## config.mk

```make
export PLATFORM = sky130hd
export DESIGN_NAME = rr_arbiter4
export DESIGN_NICKNAME = d
export VERILOG_FILES = /design/src/rtl/rr_arbiter4.sv
export SDC_FILE = /design/constraint.sdc
export NUM_CORES = 1
export LEC_CHECK = 0
export ABC_AREA = 0
export BUFFER_PORTS_ARGS = -buffer_cell sky130_fd_sc_hd__buf_4
export CELL_PAD_IN_SITES_DETAIL_PLACEMENT = 1
export CELL_PAD_IN_SITES_GLOBAL_PLACEMENT = 1
export CORE_AREA = 8 8 69 71
export DETAILED_ROUTE_END_ITERATION = 6
export DIE_AREA = 0 0 77 79
export PLACE_DENSITY = 0.6
export SYNTH_ARGS = -nofsm -noshare
export SYNTH_HDL_FRONTEND = slang
export SYNTH_SLANG_ARGS = --single-unit
```

## constraint.sdc

```tcl
create_clock -name CLK -period 4.5 [get_ports CLK]
set_input_delay 0.9 -clock CLK [delete_from_list [all_inputs] [get_ports CLK]]
set_output_delay 0.9 -clock CLK [all_outputs]
set_load 0.01 [all_outputs]
```

## src/rtl/rr_arbiter4.sv

```systemverilog
// Four-requester round-robin arbiter with registered one-hot grant, binary index,
// and an optional hold-timeout that forces the owner to release the resource.
module rr_arbiter4 #(
  parameter int MAX_HOLD = 16,
  parameter int CW       = 8
) (
  input  logic       CLK,
  input  logic       RST,
  input  logic [3:0] REQ,
  input  logic       DONE,
  output logic [3:0] GNT,
  output logic [1:0] ENC,
  output logic       VLD,
  output logic       TMO
);

  localparam bit          TMO_EN    = (MAX_HOLD != 0);
  localparam logic [CW-1:0] HOLD_LAST = CW'((MAX_HOLD == 0) ? 0 : MAX_HOLD - 1);

  typedef enum logic {IDLE, BUSY} state_t;

  state_t        state_q;
  logic [1:0]    ptr_q;
  logic [CW-1:0] cnt_q;
  logic [3:0]    gnt_q;
  logic [1:0]    enc_q;
  logic          vld_q;
  logic          tmo_q;

  // Requests rotated so that bit 0 is the requester the pointer currently favours.
  logic [3:0] rot_req;
  generate
    for (genvar gi = 0; gi < 4; gi++) begin : g_rot
      assign rot_req[gi] = REQ[ptr_q + 2'(gi)];
    end
  endgenerate

  logic [1:0] win_ofs;
  logic [1:0] win_idx;
  always_comb begin
    win_ofs = 2'd0;
    if (rot_req[0])      win_ofs = 2'd0;
    else if (rot_req[1]) win_ofs = 2'd1;
    else if (rot_req[2]) win_ofs = 2'd2;
    else if (rot_req[3]) win_ofs = 2'd3;
  end
  assign win_idx = ptr_q + win_ofs;

  logic soft_rel;
  logic hold_exp;
  assign soft_rel = DONE | ~REQ[enc_q];
  assign hold_exp = TMO_EN && (cnt_q == HOLD_LAST);

  always_ff @(posedge CLK) begin
    if (RST) begin
      state_q <= IDLE;
      ptr_q   <= 2'd0;
      cnt_q   <= '0;
      gnt_q   <= 4'b0000;
      enc_q   <= 2'd0;
      vld_q   <= 1'b0;
      tmo_q   <= 1'b0;
    end else begin
      tmo_q <= 1'b0;
      case (state_q)
        IDLE: begin
          if (|REQ) begin
            gnt_q   <= 4'b0001 << win_idx;
            enc_q   <= win_idx;
            vld_q   <= 1'b1;
            cnt_q   <= '0;
            state_q <= BUSY;
          end
        end
        BUSY: begin
          if (soft_rel || hold_exp) begin
            // An explicit release or withdraw masks the timeout indication.
            tmo_q   <= hold_exp && !soft_rel;
            ptr_q   <= enc_q + 2'd1;
            gnt_q   <= 4'b0000;
            enc_q   <= 2'd0;
            vld_q   <= 1'b0;
            cnt_q   <= '0;
            state_q <= IDLE;
          end else if (cnt_q != '1) begin
            cnt_q <= cnt_q + 1'b1;
          end
        end
        default: state_q <= IDLE;
      endcase
    end
  end

  assign GNT = gnt_q;
  assign ENC = enc_q;
  assign VLD = vld_q;
  assign TMO = tmo_q;

endmodule

```

==> results.cfg, run 1 <==
[status]
status = complete, no violations

[cts]
clk_pin_slew_worst_paths_ns = 0.08
cts.path.max_buffers = 2
cts_num_sinks = 19
cts_buffers = 3
clk_latency_ns = 0.26
cts_setup_buffers = 0
htreeDepth = 1
cts_tree = built
clockRootBuffer = clkbuf_8
ctsHoldBuffers = 0
ctsResizeCount = 0

[placed_design]
io_buffer_count = 14
dpl.hpwl_um = 2370
place.gp.congestion = 0.736
placed_cells = 200

[power]
leakage_nw = 0.505
p_sw_mw = 0.123
p_int_mw = 0.280
clock_power_share_pct = 30.9
seq_power_share_pct = 47.8
swShare_pct = 30.5
combPwrFrac_pct = 21.3
power.density_nw_per_um2 = 302
ir_drop_uv = 112

[final_layout]
area_growth_pct = 16.2
nFillCells = 466
n_antenna_cell = 0
final_nets = 164
fin_cells = 204
drive_above_1_share_pct = 16.9

[route]
ant_nets = 0
avgRoutedWirePerCell_um = 15.1
drt_pass1_iterations = 4
vias = 1126
dr.first_iter.drc_count = 17
vias_per_cell = 5.52
drcViolationCount = 0
routed_wl_um = 3070

[grt]
grt_pass1_vias = 1128
grt_use_total_pct = 10.7
grt_overflow = 0
grt_max_degree = 12
grt_pass1_wl_um = 5420
antenna_found_initial = 0

[synth]
synth_edf_count = 0
synth_area_leaders = dfxtp_1, nand3_1, nand2_1, nor2_1, o21ai_0
synth_top_area_share_pct = 33.1
yosysTopAreaCell = dfxtp_1
yosysSeqAreaShare_pct = 33.1
syn_area_um2 = 1150
async_reset_ff_share_pct = 0
ys_seq_elements = 19
syn_nets = 152
postSynthCellCount = 143
syn_area_per_cell_um2 = 8.03
ys_types = 42
synth_ff_type = dfxtp_1
ys_warn_count = 0

[job]
max_cap_viol_count = 0

[sta]
fmax_mhz = 435
hold_violations = 0
clock_skew_ns = 0.00427
maxSlewViolCount = 0
min_period_ns = 2.30
relSlewSlack_pct = 56.6
fin_crit_sh_pct = 51.1
worst_pin_slew_ns = 0.647
rsz0062_at_grt = false
finalSetupViolations = 0
setup-tns-final_ns = 0

[worst_setup_path]
critical_path.endpoint_type = register
arrival_ns = 2.46
reg2reg_slack_ns = 2.52
crit_path_start = REQ[0]
crit-reg2reg-capture = ENC[1]$_SDFFE_PP0P_
r2r-start = ptr_q[0]$_SDFFE_PP0P_
crit_required_ns = 4.66
start_kind = primary input
crit_type = in -> reg
r2r_cells = 9
crit_path_max_fanout = 10

[min_path]
hp-class = reg -> reg
holdPathStages = 2
hold_path_end = VLD$_SDFFE_PP0P_
min_from = VLD$_SDFFE_PP0P_

[die]
start_util_pct = 30.2
core.rowCount = 23
design.core.area_um2 = 3800
dieArea_um2 = 6080
ios = 15
die_x_um = 77
die_h_um = 79
==> synthesized netlist by cell type, types with 2 or more instances <==
library cell,instances
nor3_1,5
and3_1,3
a32oi_1,3
o2111ai_1,2
or4_1,2
a32o_1,3
mux2i_1,3
xor2_1,3
ha_1,2
o21a_1,2
clkbuf_1,6
or2_2,3
o21ai_0,8
nor2_1,13
nand2_1,15
inv_1,2
dfxtp_1,19
a31oi_1,2
o221ai_1,2
nor2b_1,3
nand3_1,15
a21oi_1,7
==> metal layers <==
layer | GRT usage (%) | routed length, um | share of wire [%]
met5 | 0 | 0 | 0
met4 | 4.53 | 50 | 1.6
met3 | 1.69 | 68 | 2.2
met2 | 18.0 | 1440 | 47
met1 | 13.4 | 1520 | 49
==> cell usage in the layout (no fill, tap or decap), types with 2 or more instances in the layout <==
| cell | synthesis | final |
|---|---|---|
| dfxtp_1 | 19 | 19 |
| nand2_1 | 15 | 15 |
| nand3_1 | 15 | 15 |
| buf_4 | 0 | 14 |
| nor2_1 | 13 | 13 |
| o21ai_0 | 8 | 8 |
| a21oi_1 | 7 | 7 |
| nor3_1 | 5 | 5 |
| mux2i_1 | 3 | 3 |
| or2_2 | 3 | 3 |
| nor2b_1 | 3 | 3 |
| a32o_1 | 3 | 3 |
| xor2_1 | 3 | 3 |
| and3_1 | 3 | 3 |
| a32oi_1 | 3 | 3 |
| clkbuf_8 | 0 | 3 |
| or4_1 | 2 | 2 |
| o2111ai_1 | 2 | 2 |
| inv_1 | 2 | 2 |
| o21a_1 | 2 | 2 |
| o221ai_1 | 2 | 2 |
| a31oi_1 | 2 | 2 |
| ha_1 | 2 | 2 |
==> power groups by stage <==
stage	clock network [mW]	logic [mW]	registers, mW
2_1_floorplan	0	0.0585	0.194
3_3_place_gp	0	0.0836	0.196
3_5_place_dp	0	0.0863	0.197
4_1_cts	0.131	0.0866	0.193
5_1_grt	0.132	0.0966	0.194
6_report	0.124	0.0858	0.192
==> how the worst max path moves through the flow <==
| stage | to | slack (ns) | cells past startpoint |
|---|---|---|---|
| global route | ENC[1]$_SDFFE_PP0P_ | 2.06 | 10 |
| detailed placement | ENC[1]$_SDFFE_PP0P_ | 1.93 | 7 |
| CTS | ENC[1]$_SDFFE_PP0P_ | 2.21 | 7 |
| global placement | ENC[1]$_SDFFE_PP0P_ | 1.97 | 7 |
| floorplan | ENC[1]$_SDFFE_PP0P_ | 1.98 | 8 |
| finish | ENC[1]$_SDFFE_PP0P_ | 2.20 | 7 |
==> sequential cells by signal (all words and copies together) (netlist names) <==
name	cells
GNT	4
TMO	1
VLD	1
ENC	2
cnt_q	8
state_q	1
ptr_q	2
==> through the flow <==
stage | utilization (%) | total power [mW] | area, um^2 | worst slack [ns] | hold WS [ns]
2_1_floorplan | - | 0.253 | 1150 | 1.98 | 0.443
3_3_place_gp | 33.9 | 0.279 | 1290 | 1.97 | 0.438
3_5_place_dp | 33.9 | 0.283 | 1290 | 1.93 | 0.442
4_1_cts | 35.1 | 0.411 | 1340 | 2.21 | 0.454
5_1_grt | 35.1 | 0.423 | 1340 | 2.06 | 0.497
6_report | 35.1 | 0.403 | 1340 | 2.20 | 0.449
==> layout make-up <==
| class | count | area, um^2 | area share, % |
|---|---|---|---|
| Clock inverter | 1 | 5.00 | 0.375 |
| Tap cell | 50 | 62.6 | 4.69 |
| Sequential cell | 19 | 380 | 28.5 |
| Clock buffer | 3 | 41.3 | 3.09 |
| Multi-Input combinational cell | 115 | 733 | 54.9 |
| Inverter | 2 | 7.51 | 0.562 |
| Timing Repair Buffer | 14 | 105 | 7.87 |
==> critical path, cell delays in order <==
cell and delay [ns]:
buf_4 0.14, or4_1 0.50, o2111ai_1 0.09, ha_1 0.23, xor2_1 0.22, o21ai_0 0.12
a32o_1 0.25
==> cell families (layout without fill, tap and decap cells) <==
kind of cell    count (synthesis)  in the layout  share of synthesized area, %
simple gates                   69             69                          31.4
compound gates                 36             36                          23.6
flops                          19             19                          33.1
buf+inv                         9             20                          3.05
xor+xnor                        4              4                          3.05
mux                             4              4                          3.59
fa+ha+maj                       2              2                          2.18
(Power assumes the default switching activity.)
==> inputs of run 2 (changes only) <==
- PLACE_DENSITY: 0.6 -> 0.63
- clock period: 4.5 -> 2.11 ns (I/O delays scaled with it)
==> results.cfg, run 2 (synthesized netlist as in run 1, its figures left out) <==
[final_layout]
final_nets = 169
area_growth_pct = 20.0
largest_reg_flops = 8
top_register = cnt_q
layout_commonest_cell = buf_4
nFillCells = 466
drive_above_1_share_pct = 20.8
fin_cells = 209
n_antenna_cell = 0
layout_common_cells = buf_4, dfxtp_1, nand2_1, nand3_1, nor2_1

[worst_setup_path]
arrival_ns = 2.12
crit_path_max_fanout = 10
slowest_delay_ns = 0.54
crit_required_ns = 2.27
start_kind = register
crit_chain = or4_1 > o2111ai_1 > ha_1 > xor2_1 > o21ai_0 > a32o_1
crit_path_start = ptr_q[0]$_SDFFE_PP0P_
r2r-start = ptr_q[0]$_SDFFE_PP0P_
cp_top_family = simple AND/OR/NAND/NOR gates
slowest_stage = or4_1
reg2reg_slack_ns = 0.15
critical_path.endpoint_type = register
crit_buf_inv = 0
crit_type = reg -> reg

[die]
ios = 15
design.core.area_um2 = 3800
start_util_pct = 30.2
core.rowCount = 23
dieArea_um2 = 6080
die_x_um = 77
die_h_um = 79

[power]
seq_power_share_pct = 47.3
clock_power_share_pct = 30.5
swShare_pct = 30.4
p_sw_mw = 0.263
p_int_mw = 0.603
power.density_nw_per_um2 = 628
leakage_nw = 0.531
ir_drop_uv = 246
power_mw = 0.866
combPwrFrac_pct = 22.2

[placed_design]
placed_cells = 205
io_buffer_count = 14
dpl.hpwl_um = 2390
place.gp.congestion = 0.813

[sta]
setup-tns-final_ns = 0
min_period_ns = 1.96
maxSlewViolCount = 0
hold_violations = 0
clock_skew_ns = 0.00335
relSlewSlack_pct = 70.1
worst_pin_slew_ns = 0.444
rsz0062_at_grt = false
finalSetupViolations = 0
fmax_mhz = 511
fin_crit_sh_pct = 92.8

[cts]
cts.path.max_buffers = 2
clk_latency_ns = 0.26
cts_buffers = 3
ctsHoldBuffers = 0
clockRootBuffer = clkbuf_8
clk_pin_slew_worst_paths_ns = 0.07
cts_setup_buffers = 0
htreeDepth = 1
cts_num_sinks = 19
cts_tree = built

[route]
vias = 1112
avgRoutedWirePerCell_um = 14.9
drcViolationCount = 0
dr.first_iter.drc_count = 68
drt_pass1_iterations = 4
routed_wl_um = 3120
ant_nets = 0
vias_per_cell = 5.32

[job]
max_cap_viol_count = 0

[status]
status = complete, no violations

[grt]
grt_max_degree = 12
grt_use_total_pct = 11.0
antenna_found_initial = 0
grt_overflow = 0
grt_pass1_vias = 1157
grt_pass1_wl_um = 5500

[min_path]
min_from = RST
hp-class = in -> reg
-- run 2: final timing paths --
path / cells past startpoint / end
worst min-delay path: 2 / ptr_q[0]$_SDFFE_PP0P_
worst max register to register: 6 / ENC[1]$_SDFFE_PP0P_
worst max-delay path: 6 / ENC[1]$_SDFFE_PP0P_
worst min register to register: 2 / VLD$_SDFFE_PP0P_
-- run 2: area by class of cell --
| class | instances | area (um^2) | share of cell area, % |
|---|---|---|---|
| multi-input cells | 115 | 738 | 53.5 |
| clock buffers | 3 | 41.3 | 2.99 |
| well taps | 50 | 62.6 | 4.54 |
| flip-flops and latches | 19 | 382 | 27.7 |
| repair buffers | 19 | 143 | 10.3 |
| inverters | 2 | 7.51 | 0.544 |
| clock inverters | 1 | 5.00 | 0.363 |
-- run 2: what timing repair did --
item,4_1_cts,5_1_grt
setup endpoints to repair,0,5
resized for setup,0,2
hold endpoints to repair,0,0
-- run 2: metrics by stage --
step / area, um^2 / hold slack (ns) / setup WS, ns / utilization [%]
after global routing: 1380 / 0.406 / 0.0114 / 36.3
final: 1380 / 0.397 / 0.151 / 36.3
after floorplan: 1150 / 0.443 / 0.0682 / -
after detailed placement: 1330 / 0.438 / 0.0210 / 34.9
after global placement: 1330 / 0.440 / 0.0541 / 34.9
after CTS: 1370 / 0.394 / 0.147 / 36.1
-- run 2: metal layers --
metal	routed length, um	track usage [%]
met1	1570	14.2
met2	1420	17.9
met3	89	2.03
met4	41	3.96
met5	0	0
-- run 2: power groups by stage --
stage                     Sequential (mW)  Combinational [mW]  Clock, mW
after floorplan                     0.414               0.125          0
after global placement              0.417               0.182          0
after detailed placement            0.418               0.189          0
after CTS                           0.410               0.190      0.273
after global routing                0.415               0.215      0.288
final                               0.410               0.192      0.264
